## src/rtl/imem_loader_pkg.sv

```systemverilog
// Shared types for the instruction-memory boot loader: state encoding and
// the running checksum helper.
package imem_loader_pkg;

    typedef enum logic [2:0] {
        ST_LEN_LO = 3'd0,
        ST_LEN_HI = 3'd1,
        ST_WORD   = 3'd2,
        ST_WRITE  = 3'd3,
        ST_CHECK  = 3'd4,
        ST_DONE   = 3'd5,
        ST_ERROR  = 3'd6
    } loader_state_e;

    // Frame checksum is a plain XOR over every byte preceding the check byte.
    function automatic logic [7:0] xor_fold(input logic [7:0] acc, input logic [7:0] b);
        return acc ^ b;
    endfunction

endpackage

```

## src/rtl/imem_loader_byte_word_packer.sv

```systemverilog
// Assembles four consecutive bytes into a little-endian 32-bit word; the
// first byte lands in bits [7:0]. full_o flags the cycle the 4th byte arrives.
module imem_loader_byte_word_packer (
    input  logic        clk,
    input  logic        rst,
    input  logic        clr_i,
    input  logic        in_valid_i,
    input  logic [7:0]  in_data_i,
    output logic [31:0] word_o,
    output logic        full_o
);

    logic [1:0]  cnt_q;
    logic [31:0] word_q;

    // Shift new bytes in from the top so byte0 ends up in the low lane.
    always_ff @(posedge clk) begin
        if (rst || clr_i) begin
            cnt_q  <= 2'd0;
            word_q <= 32'h0000_0000;
        end else if (in_valid_i) begin
            cnt_q  <= cnt_q + 2'd1;
            word_q <= {in_data_i, word_q[31:8]};
        end else begin
            cnt_q  <= cnt_q;
            word_q <= word_q;
        end
    end

    assign word_o = word_q;
    assign full_o = in_valid_i && (cnt_q == 2'd3);

endmodule

```

## src/rtl/imem_loader.sv

```systemverilog
// Boot-time instruction-memory writer: parses a length/payload/checksum byte
// frame, writes words to IMEM and releases the CPU reset once verified.
module imem_loader
    import imem_loader_pkg::*;
#(
    parameter int                  ADDR_LEN   = 32,
    parameter int                  DATA_LEN   = 32,
    parameter int                  IMEM_DEPTH = 256,
    parameter logic [ADDR_LEN-1:0] BASE_ADDR  = 32'h0000_0000
) (
    input  logic                clk,
    input  logic                rst,
    input  logic                start,
    input  logic [7:0]          in_data,
    input  logic                in_valid,
    output logic                in_ready,
    output logic                imem_we,
    output logic [ADDR_LEN-1:0] imem_addr,
    output logic [DATA_LEN-1:0] imem_wdata,
    output logic                cpu_rst,
    output logic                done,
    output logic                error,
    output logic [15:0]         words_written
);

    localparam logic [15:0]         DEPTH_W   = 16'(IMEM_DEPTH);
    localparam logic [ADDR_LEN-1:0] ADDR_STEP = ADDR_LEN'(4);

    loader_state_e       state_q, state_d;
    logic [15:0]         len_q, len_d;
    logic [7:0]          acc_q, acc_d;
    logic [15:0]         ww_q, ww_d;
    logic [ADDR_LEN-1:0] addr_q, addr_d;
    logic                in_ready_q, we_q, cpu_rst_q, done_q, error_q;

    logic        accept_s;
    logic        clear_s;
    logic        pack_valid_s;
    logic        pack_full_s;
    logic [31:0] pack_word_s;
    logic [15:0] len_full_s;

    assign accept_s     = in_valid && in_ready_q;
    assign clear_s      = start && ((state_q == ST_DONE) || (state_q == ST_ERROR));
    assign pack_valid_s = accept_s && (state_q == ST_WORD);
    assign len_full_s   = {in_data, len_q[7:0]};

    imem_loader_byte_word_packer u_packer (
        .clk        (clk),
        .rst        (rst),
        .clr_i      (clear_s),
        .in_valid_i (pack_valid_s),
        .in_data_i  (in_data),
        .word_o     (pack_word_s),
        .full_o     (pack_full_s)
    );

    // Next-state, checksum, length and address bookkeeping.
    always_comb begin
        state_d = state_q;
        len_d   = len_q;
        acc_d   = acc_q;
        ww_d    = ww_q;
        addr_d  = addr_q;
        case (state_q)
            ST_LEN_LO: begin
                if (accept_s) begin
                    len_d[7:0] = in_data;
                    acc_d      = xor_fold(acc_q, in_data);
                    state_d    = ST_LEN_HI;
                end else begin
                    state_d = ST_LEN_LO;
                end
            end
            ST_LEN_HI: begin
                if (accept_s) begin
                    len_d = len_full_s;
                    acc_d = xor_fold(acc_q, in_data);
                    if (len_full_s > DEPTH_W) begin
                        state_d = ST_ERROR;
                    end else if (len_full_s == 16'd0) begin
                        state_d = ST_CHECK;
                    end else begin
                        state_d = ST_WORD;
                    end
                end else begin
                    state_d = ST_LEN_HI;
                end
            end
            ST_WORD: begin
                if (accept_s) begin
                    acc_d = xor_fold(acc_q, in_data);
                    if (pack_full_s) begin
                        state_d = ST_WRITE;
                    end else begin
                        state_d = ST_WORD;
                    end
                end else begin
                    state_d = ST_WORD;
                end
            end
            ST_WRITE: begin
                ww_d   = ww_q + 16'd1;
                addr_d = addr_q + ADDR_STEP;
                if ((ww_q + 16'd1) == len_q) begin
                    state_d = ST_CHECK;
                end else begin
                    state_d = ST_WORD;
                end
            end
            ST_CHECK: begin
                if (accept_s) begin
                    if (in_data == acc_q) begin
                        state_d = ST_DONE;
                    end else begin
                        state_d = ST_ERROR;
                    end
                end else begin
                    state_d = ST_CHECK;
                end
            end
            ST_DONE, ST_ERROR: begin
                if (clear_s) begin
                    state_d = ST_LEN_LO;
                    len_d   = 16'd0;
                    acc_d   = 8'h00;
                    ww_d    = 16'd0;
                    addr_d  = BASE_ADDR;
                end else begin
                    state_d = state_q;
                end
            end
            default: begin
                state_d = ST_LEN_LO;
            end
        endcase
    end

    // State register plus outputs registered from the next state, so each
    // flag lines up with the state it describes.
    always_ff @(posedge clk) begin
        if (rst) begin
            state_q    <= ST_LEN_LO;
            len_q      <= 16'd0;
            acc_q      <= 8'h00;
            ww_q       <= 16'd0;
            addr_q     <= BASE_ADDR;
            in_ready_q <= 1'b1;
            we_q       <= 1'b0;
            cpu_rst_q  <= 1'b1;
            done_q     <= 1'b0;
            error_q    <= 1'b0;
        end else begin
            state_q    <= state_d;
            len_q      <= len_d;
            acc_q      <= acc_d;
            ww_q       <= ww_d;
            addr_q     <= addr_d;
            in_ready_q <= !((state_d == ST_WRITE) || (state_d == ST_DONE));
            we_q       <= (state_d == ST_WRITE);
            cpu_rst_q  <= (state_d != ST_DONE);
            done_q     <= (state_d == ST_DONE);
            error_q    <= (state_d == ST_ERROR);
        end
    end

    assign in_ready      = in_ready_q;
    assign imem_we       = we_q;
    assign imem_addr     = addr_q;
    assign imem_wdata    = DATA_LEN'(pack_word_s);
    assign cpu_rst       = cpu_rst_q;
    assign done          = done_q;
    assign error         = error_q;
    assign words_written = ww_q;

endmodule

```

## config.mk

```make
export PLATFORM = sky130hd
export DESIGN_NAME = imem_loader
export DESIGN_NICKNAME = d
export VERILOG_FILES = /design/src/rtl/imem_loader_pkg.sv /design/src/rtl/imem_loader_byte_word_packer.sv /design/src/rtl/imem_loader.sv
export SDC_FILE = /design/constraint.sdc
export NUM_CORES = 1
export LEC_CHECK = 0
export ABC_CLOCK_PERIOD_IN_PS = 3720
export BUFFER_PORTS_ARGS = -buffer_cell sky130_fd_sc_hd__buf_4
export CAP_MARGIN = 20
export CORE_MARGIN = 1.5
export CORE_UTILIZATION = 60
export DETAILED_ROUTE_END_ITERATION = 8
export HOLD_SLACK_MARGIN = 0.12
export PLACE_DENSITY = 0.83
export REMOVE_ABC_BUFFERS = 1
export SLEW_MARGIN = 5
export SYNTH_ARGS = -nofsm -noshare
export SYNTH_HDL_FRONTEND = slang
export SYNTH_HIERARCHICAL = 1
export SYNTH_SLANG_ARGS = --single-unit
```

## constraint.sdc

```tcl
create_clock -name clk -period 3.72 [get_ports clk]
set_input_delay 0 -clock clk [delete_from_list [all_inputs] [get_ports clk]]
set_output_delay 0 -clock clk [all_outputs]
set_load 0.05 [all_outputs]
```

# After elaboration in Yosys (flattened, before gate mapping)
# Index checks and enable logic that the tools add are counted.
# word_totals
in_bits,12
out_inout_bits,85
elab_cells,78
mem_bits_rw,0
n_memories,0
romBits,0
ff_bits,114
latch_bits,0
# op_classes
n_shift,0
n_eq_ne,17
n_bitwise,2
n_lt_le_gt_ge,1
muxes,22
div,0
addsub,3
mul,0
n_reduce_logical,20
# ops
operator,n
case mux 32 bit (2 select lines),1
"adder 32 x 3 -> 32 bit, second input constant",1
2-to-1 mux 16 bit,2
2-to-1 mux 32 bit,1
case mux 16 bit (2 select lines),1
case mux 8 bit (2 select lines),2
2-to-1 mux 8 bit,3
case mux 8 bit (3 select lines),1
2-to-1 mux 3 bit,7
case mux 3 bit (6 select lines),1
"adder 16 x 1 -> 16 bit, second input constant",1
== test 16 bit,1
"greater-than comparator 16 x 9 -> 1 bit, second input constant",1
logical NOT 16 bit,1
"== test 3 bit, second input constant",5
"== test 3 x 2 -> 1 bit, second input constant",3
== test 8 bit,1
nonzero test 2 bit,4
XOR 8 bit,1
AND reduction 3 bit,2
logical AND 1 bit,4
"!= test 2 x 1 -> 1 bit, second input constant",2
"!= test 2 bit, second input constant",2
AND reduction 4 bit,1
13 further kinds,16

# Depth between registers and ports, before layout
# depth
ltp_word,9
ltp_mapped,12
depth_no_buf,8

# Hierarchy
# The synthesis kept the hierarchy.
# by_module_without_submodules
module,n_inst,seq_area_each_um2,cells_per_inst,area_per_inst_um2
imem_loader,1,1561.5,529,4186.5
imem_loader_byte_word_packer,1,680.7,113,1276.2

# Worst setup path before layout
# Ideal clock, no wire load.
# synth_timing
path_type,register to register
start,register ww_q[1] (netlist: words_written[1])
end,register error_q (netlist: error)
stages_incl_launch_ff,9
synth_period_minus_slack_ns,2.665
path_buffers,0
slack_ns,1.055
arrival_ns,2.548
path_cell_list,dfxtp_1 -> ha_1 -> nand3_1 -> nor2_1 -> nand2_2 -> a211o_1 -> nor4_4 -> a41oi_2 -> and4_1
# synth_via
elab_chain_len,5
# synth_rtl
item,line,rtl
from (decl),imem_loader.sv:32,"logic [15:0] ww_q, ww_d;"
from (signal assigned),imem_loader.sv:157,ww_q <= ww_d;
adder 16 x 1 -> 16 bit,imem_loader.sv:105,if ((ww_q + 16'd1) == len_q) begin
== test 16 bit,imem_loader.sv:105,
2-to-1 mux 3 bit,imem_loader.sv:105,
case mux 3 bit (6 select lines),imem_loader.sv:65,case (state_q)
== test 3 bit,imem_loader.sv:163,error_q <= (state_d == ST_ERROR);
to (signal assigned),imem_loader.sv:163,
to (decl),imem_loader.sv:34,"logic in_ready_q, we_q, cpu_rst_q, done_q, error_q;"
# Every way passes these cells.
# A chain may end at the register's enable or synchronous reset.

# Worst setup path after layout
# layout_timing
start,register ww_q[0] (netlist: words_written[0])
end,register error_q (netlist: error)
# Same word-level chain as after synthesis.

==> flow_metrics.py <==
metrics = {
    "status": {
        "status": "finished clean",
    },
    "timing": {
        "hold_viol": 0,
        "final.setup_skew_ns": 0.01401,
        "rsz0062_at_grt": "no",
        "max_freq_mhz": 360.4,
        "whs_ns": 0.2251,
        "slew_viol_final": 0,
        "fin_crit_ns": 2.774,
        "finalCritPeriodShare_pct": 74.58,
        "setup_tns_ns": 0,
        "worst_pin_slew_ns": 1.005,
        "fin_ws_ns": 0.9455,
        "setup_viol": 0,
        "slew_headroom_pct": 32.73,
    },
    "global_routing": {
        "grt_pass1_vias": 4734,
        "grt_use_met3_pct": 5.745,
        "grt_usage_pct": 26.47,
        "grt_pass1_wl_um": 21220,
        "grtUsageMet2_pct": 45.73,
        "grt_busiest_layer": "met2",
        "grt_use_met1_pct": 32.12,
        "grt_start_max_net_pins": 46,
        "antenna_found_initial": 0,
        "grt.overflow.total": 0,
    },
    "route": {
        "routed_wirelength_um": 12860,
        "antenna_left": 0,
        "drt-initial-drc-count": 332,
        "dr.pass1.iters": 5,
        "via_per_inst": 5.857,
        "drc": 0,
        "routedWlPerCell_um": 15.37,
        "vias": 4902,
    },
    "logic_synthesis": {
        "synth_area_leader_cell": "dfxtp_1",
        "synth_top_area_share_pct": 41.04,
        "synth_cells": 642,
        "yosysSeqAreaShare_pct": 41.04,
        "syn_avg_cell_area_um2": 8.509,
        "synth_area_leaders": "dfxtp_1 (41%), nor2_1 (7.2%), mux2i_1 (6.0%)",
        "synth-seq-cells": 112,
        "synth_cell_types": 61,
        "synth_flop_cell": "dfxtp_1",
        "synthArstFlopShare_pct": 0,
        "synth_edf_count": 0,
        "yosysWarnings": 6,
        "syn_area_um2": 5463,
    },
    "die": {
        "initial_core_util_pct": 62.34,
        "row_count": 34,
        "pin_count": 97,
        "dieArea_um2": 9686,
        "core-area_um2": 8763,
        "die_y_um": 98.42,
        "die_x_um": 98.42,
    },
    "critical_path": {
        "end_kind": "register",
        "reg2reg_depth": 8,
        "cp_max_fo": 10,
        "cpPeakStageDelay_ns": 0.55,
        "r2r-end": "error",
        "crit_required_ns": 3.99,
        "crit_path_cell_trace": "ha_1, nand3_1, nor3_1, a31oi_1, a2111oi_0, nor4b_4, a41oi_2, and4_1",
        "rrSetupSlack_ns": 0.95,
        "reg2reg_from": "words_written[0]",
        "path_class": "reg2reg",
        "critPathLaunchType": "register",
        "arrival_ns": 3.05,
        "slowest_stage": "dfxtp_1",
    },
    "placed_design": {
        "portBuffers": 94,
        "place_congestion": 0.8753,
        "pre_cts_slack_ns": 0.9295,
        "dp_hpwl_um": 8739,
    },
    "clocking": {
        "path_clk_slew_ns": 0.10,
        "htreeDepth": 3,
        "cts-resized-gates": 0,
        "numClockSinks": 112,
        "cts_tree": "built",
        "post_cts_buffers": 0,
        "cts-root-buf": "clkbuf_8",
        "cts_buffers": 9,
        "cts_buffer_depth": 2,
        "worstSkewPairLatency_ns": 0.38,
    },
    "power": {
        "p_sw_uw": 737.8,
        "combinationalPowerShare_pct": 17.4,
        "power.internal_mw": 1.691,
        "powerDensity_nw_per_um2": 379.6,
        "vdd_ir_drop_max_uv": 259.0,
        "switching_share_pct": 30.37,
        "finalPower_mw": 2.429,
        "seqPwrFrac_pct": 53.6,
        "pwr-share-clk_pct": 29.0,
        "p_leak_nw": 2.483,
    },
    "worst_hold_path": {
        "holdPathStages": 6,
        "holdPathEnd": "cpu_rst",
        "worstHoldStart": "start",
        "hold_class": "in2reg",
    },
    "layout": {
        "nets": 739,
        "layout-drive-gt1-share_pct": 18.11,
        "area_growth_pct": 17.13,
        "diodes": 0,
        "fillers": 680,
    },
    "flow_run": {
        "maxCapViolCount": 0,
    },
}
-- placed cells by master (no fill, tap or decap), drive strengths merged, types with 14 or more instances in the layout --
cell type,synthesis,final
dfxtp,112,112
nor2,106,106
buf,26,96
nand2,51,51
a21oi,42,42
o21ai,35,35
mux2i,33,33
xnor2,29,29
nand3,26,26
nor3,20,20
xor2,17,17
a22oi,14,14
dlygate4sd3,0,14
inv,13,14
-- flip-flops by register name (all words and copies together), names as in the netlist --
register / flops
acc_q: 8
error: 1
state_q: 3
u_packer/cnt_q: 2
cpu_rst: 1
done: 1
imem_we: 1
imem_addr: 30
words_written: 16
u_packer/word_o: 32
len_q: 16
in_ready: 1
-- power groups by stage --
| stage | logic [mW] | registers, mW | clock network, mW |
|---|---|---|---|
| after floorplan | 0.266 | 1.35 | 0 |
| after CTS | 0.415 | 1.30 | 0.711 |
| final | 0.423 | 1.30 | 0.704 |
| after global placement | 0.388 | 1.32 | 0 |
| after global routing | 0.460 | 1.31 | 0.762 |
| after detailed placement | 0.400 | 1.33 | 0 |
-- worst max-delay path, delay by kind of cell, from the launching register on --
family / cells / cell delay [ns]
and+or+nand+nor: 4 / 1.08
AOI/OAI and AO/OA: 3 / 0.71
DFF: 1 / 0.55
adders and majority gates: 1 / 0.35
-- stage by stage --
step	util, %	cell area, um^2	instances
floorplan	-	5200	603
global placement	69.07	6053	806
detailed placement	69.07	6053	806
CTS	72.84	6384	836
global route	73.02	6399	837
finish	73.02	6399	837
-- area by class of cell --
type	count	area (um^2)	area share, %
clock inverters	5	38.79	0.6062
well taps	108	135.1	2.112
multi-input cells	478	2914	45.54
clock buffers	11	151.4	2.366
repair buffers	110	868.3	13.57
inverters	13	48.80	0.7626
flip-flops and latches	112	2242	35.04
-- cell usage after synthesis (3+ instances only) --
master / instances
a22oi_1: 14
nand4_1: 6
and2_1: 6
buf_6: 6
a31oi_1: 7
xnor2_1: 29
or3_1: 12
a311oi_1: 3
nor2_1: 105
nand3_1: 26
buf_2: 8
and4_1: 6
nor4_1: 7
buf_4: 7
nor2b_1: 9
xor2_1: 17
buf_8: 3
clkbuf_1: 13
nand2_1: 50
nor3_1: 19
a21oi_1: 41
mux2i_1: 33
nand3b_1: 3
and3_1: 6
o21ai_1: 3
ha_1: 3
o21ai_0: 32
dfxtp_1: 112
inv_1: 13
-- metal layers --
| layer | part of all wire [%] | vias to the layer above |
|---|---|---|
| met3 | 6.0 | 35 |
| met2 | 49 | 176 |
| met5 | 0 | - |
| met4 | 2.8 | 0 |
| met1 | 42 | 2300 |
| li1 | - | 2391 |
-- timing repair --
| item | in CTS | in global routing |
|---|---|---|
| endpoints found under the setup margin | 0 | 0 |
| hold endpoints to repair | 47 | 0 |
| hold buffers | 14 | 0 |
-- kinds of logic (layout without fill, tap and decap cells) --
family | count (synthesis) | after routing | synth area share, %
AO/OA/AOI/OAI | 116 | 116 | 13.06
AND/OR/NAND/NOR | 277 | 277 | 25.74
buffers and inverters | 53 | 139 | 5.772
other | 1 | 2 | 0.06865
XOR/XNOR | 46 | 46 | 7.375
adder cells (fa/ha/maj) | 3 | 3 | 0.6872
multiplexers | 34 | 34 | 6.253
flip-flops | 112 | 112 | 41.04
-- worst max path at each step --
stage	slack [ns]	start	cells after the start	end
6_report	0.95	words_written[0]	8	error
3_5_place_dp	0.93	words_written[0]	8	error
3_3_place_gp	1.13	words_written[0]	8	error
5_1_grt	0.64	words_written[0]	8	error
4_1_cts	0.93	words_written[0]	8	error
2_1_floorplan	-1.54	in_ready	8	in_ready
Power figures use the tool's default switching activity.
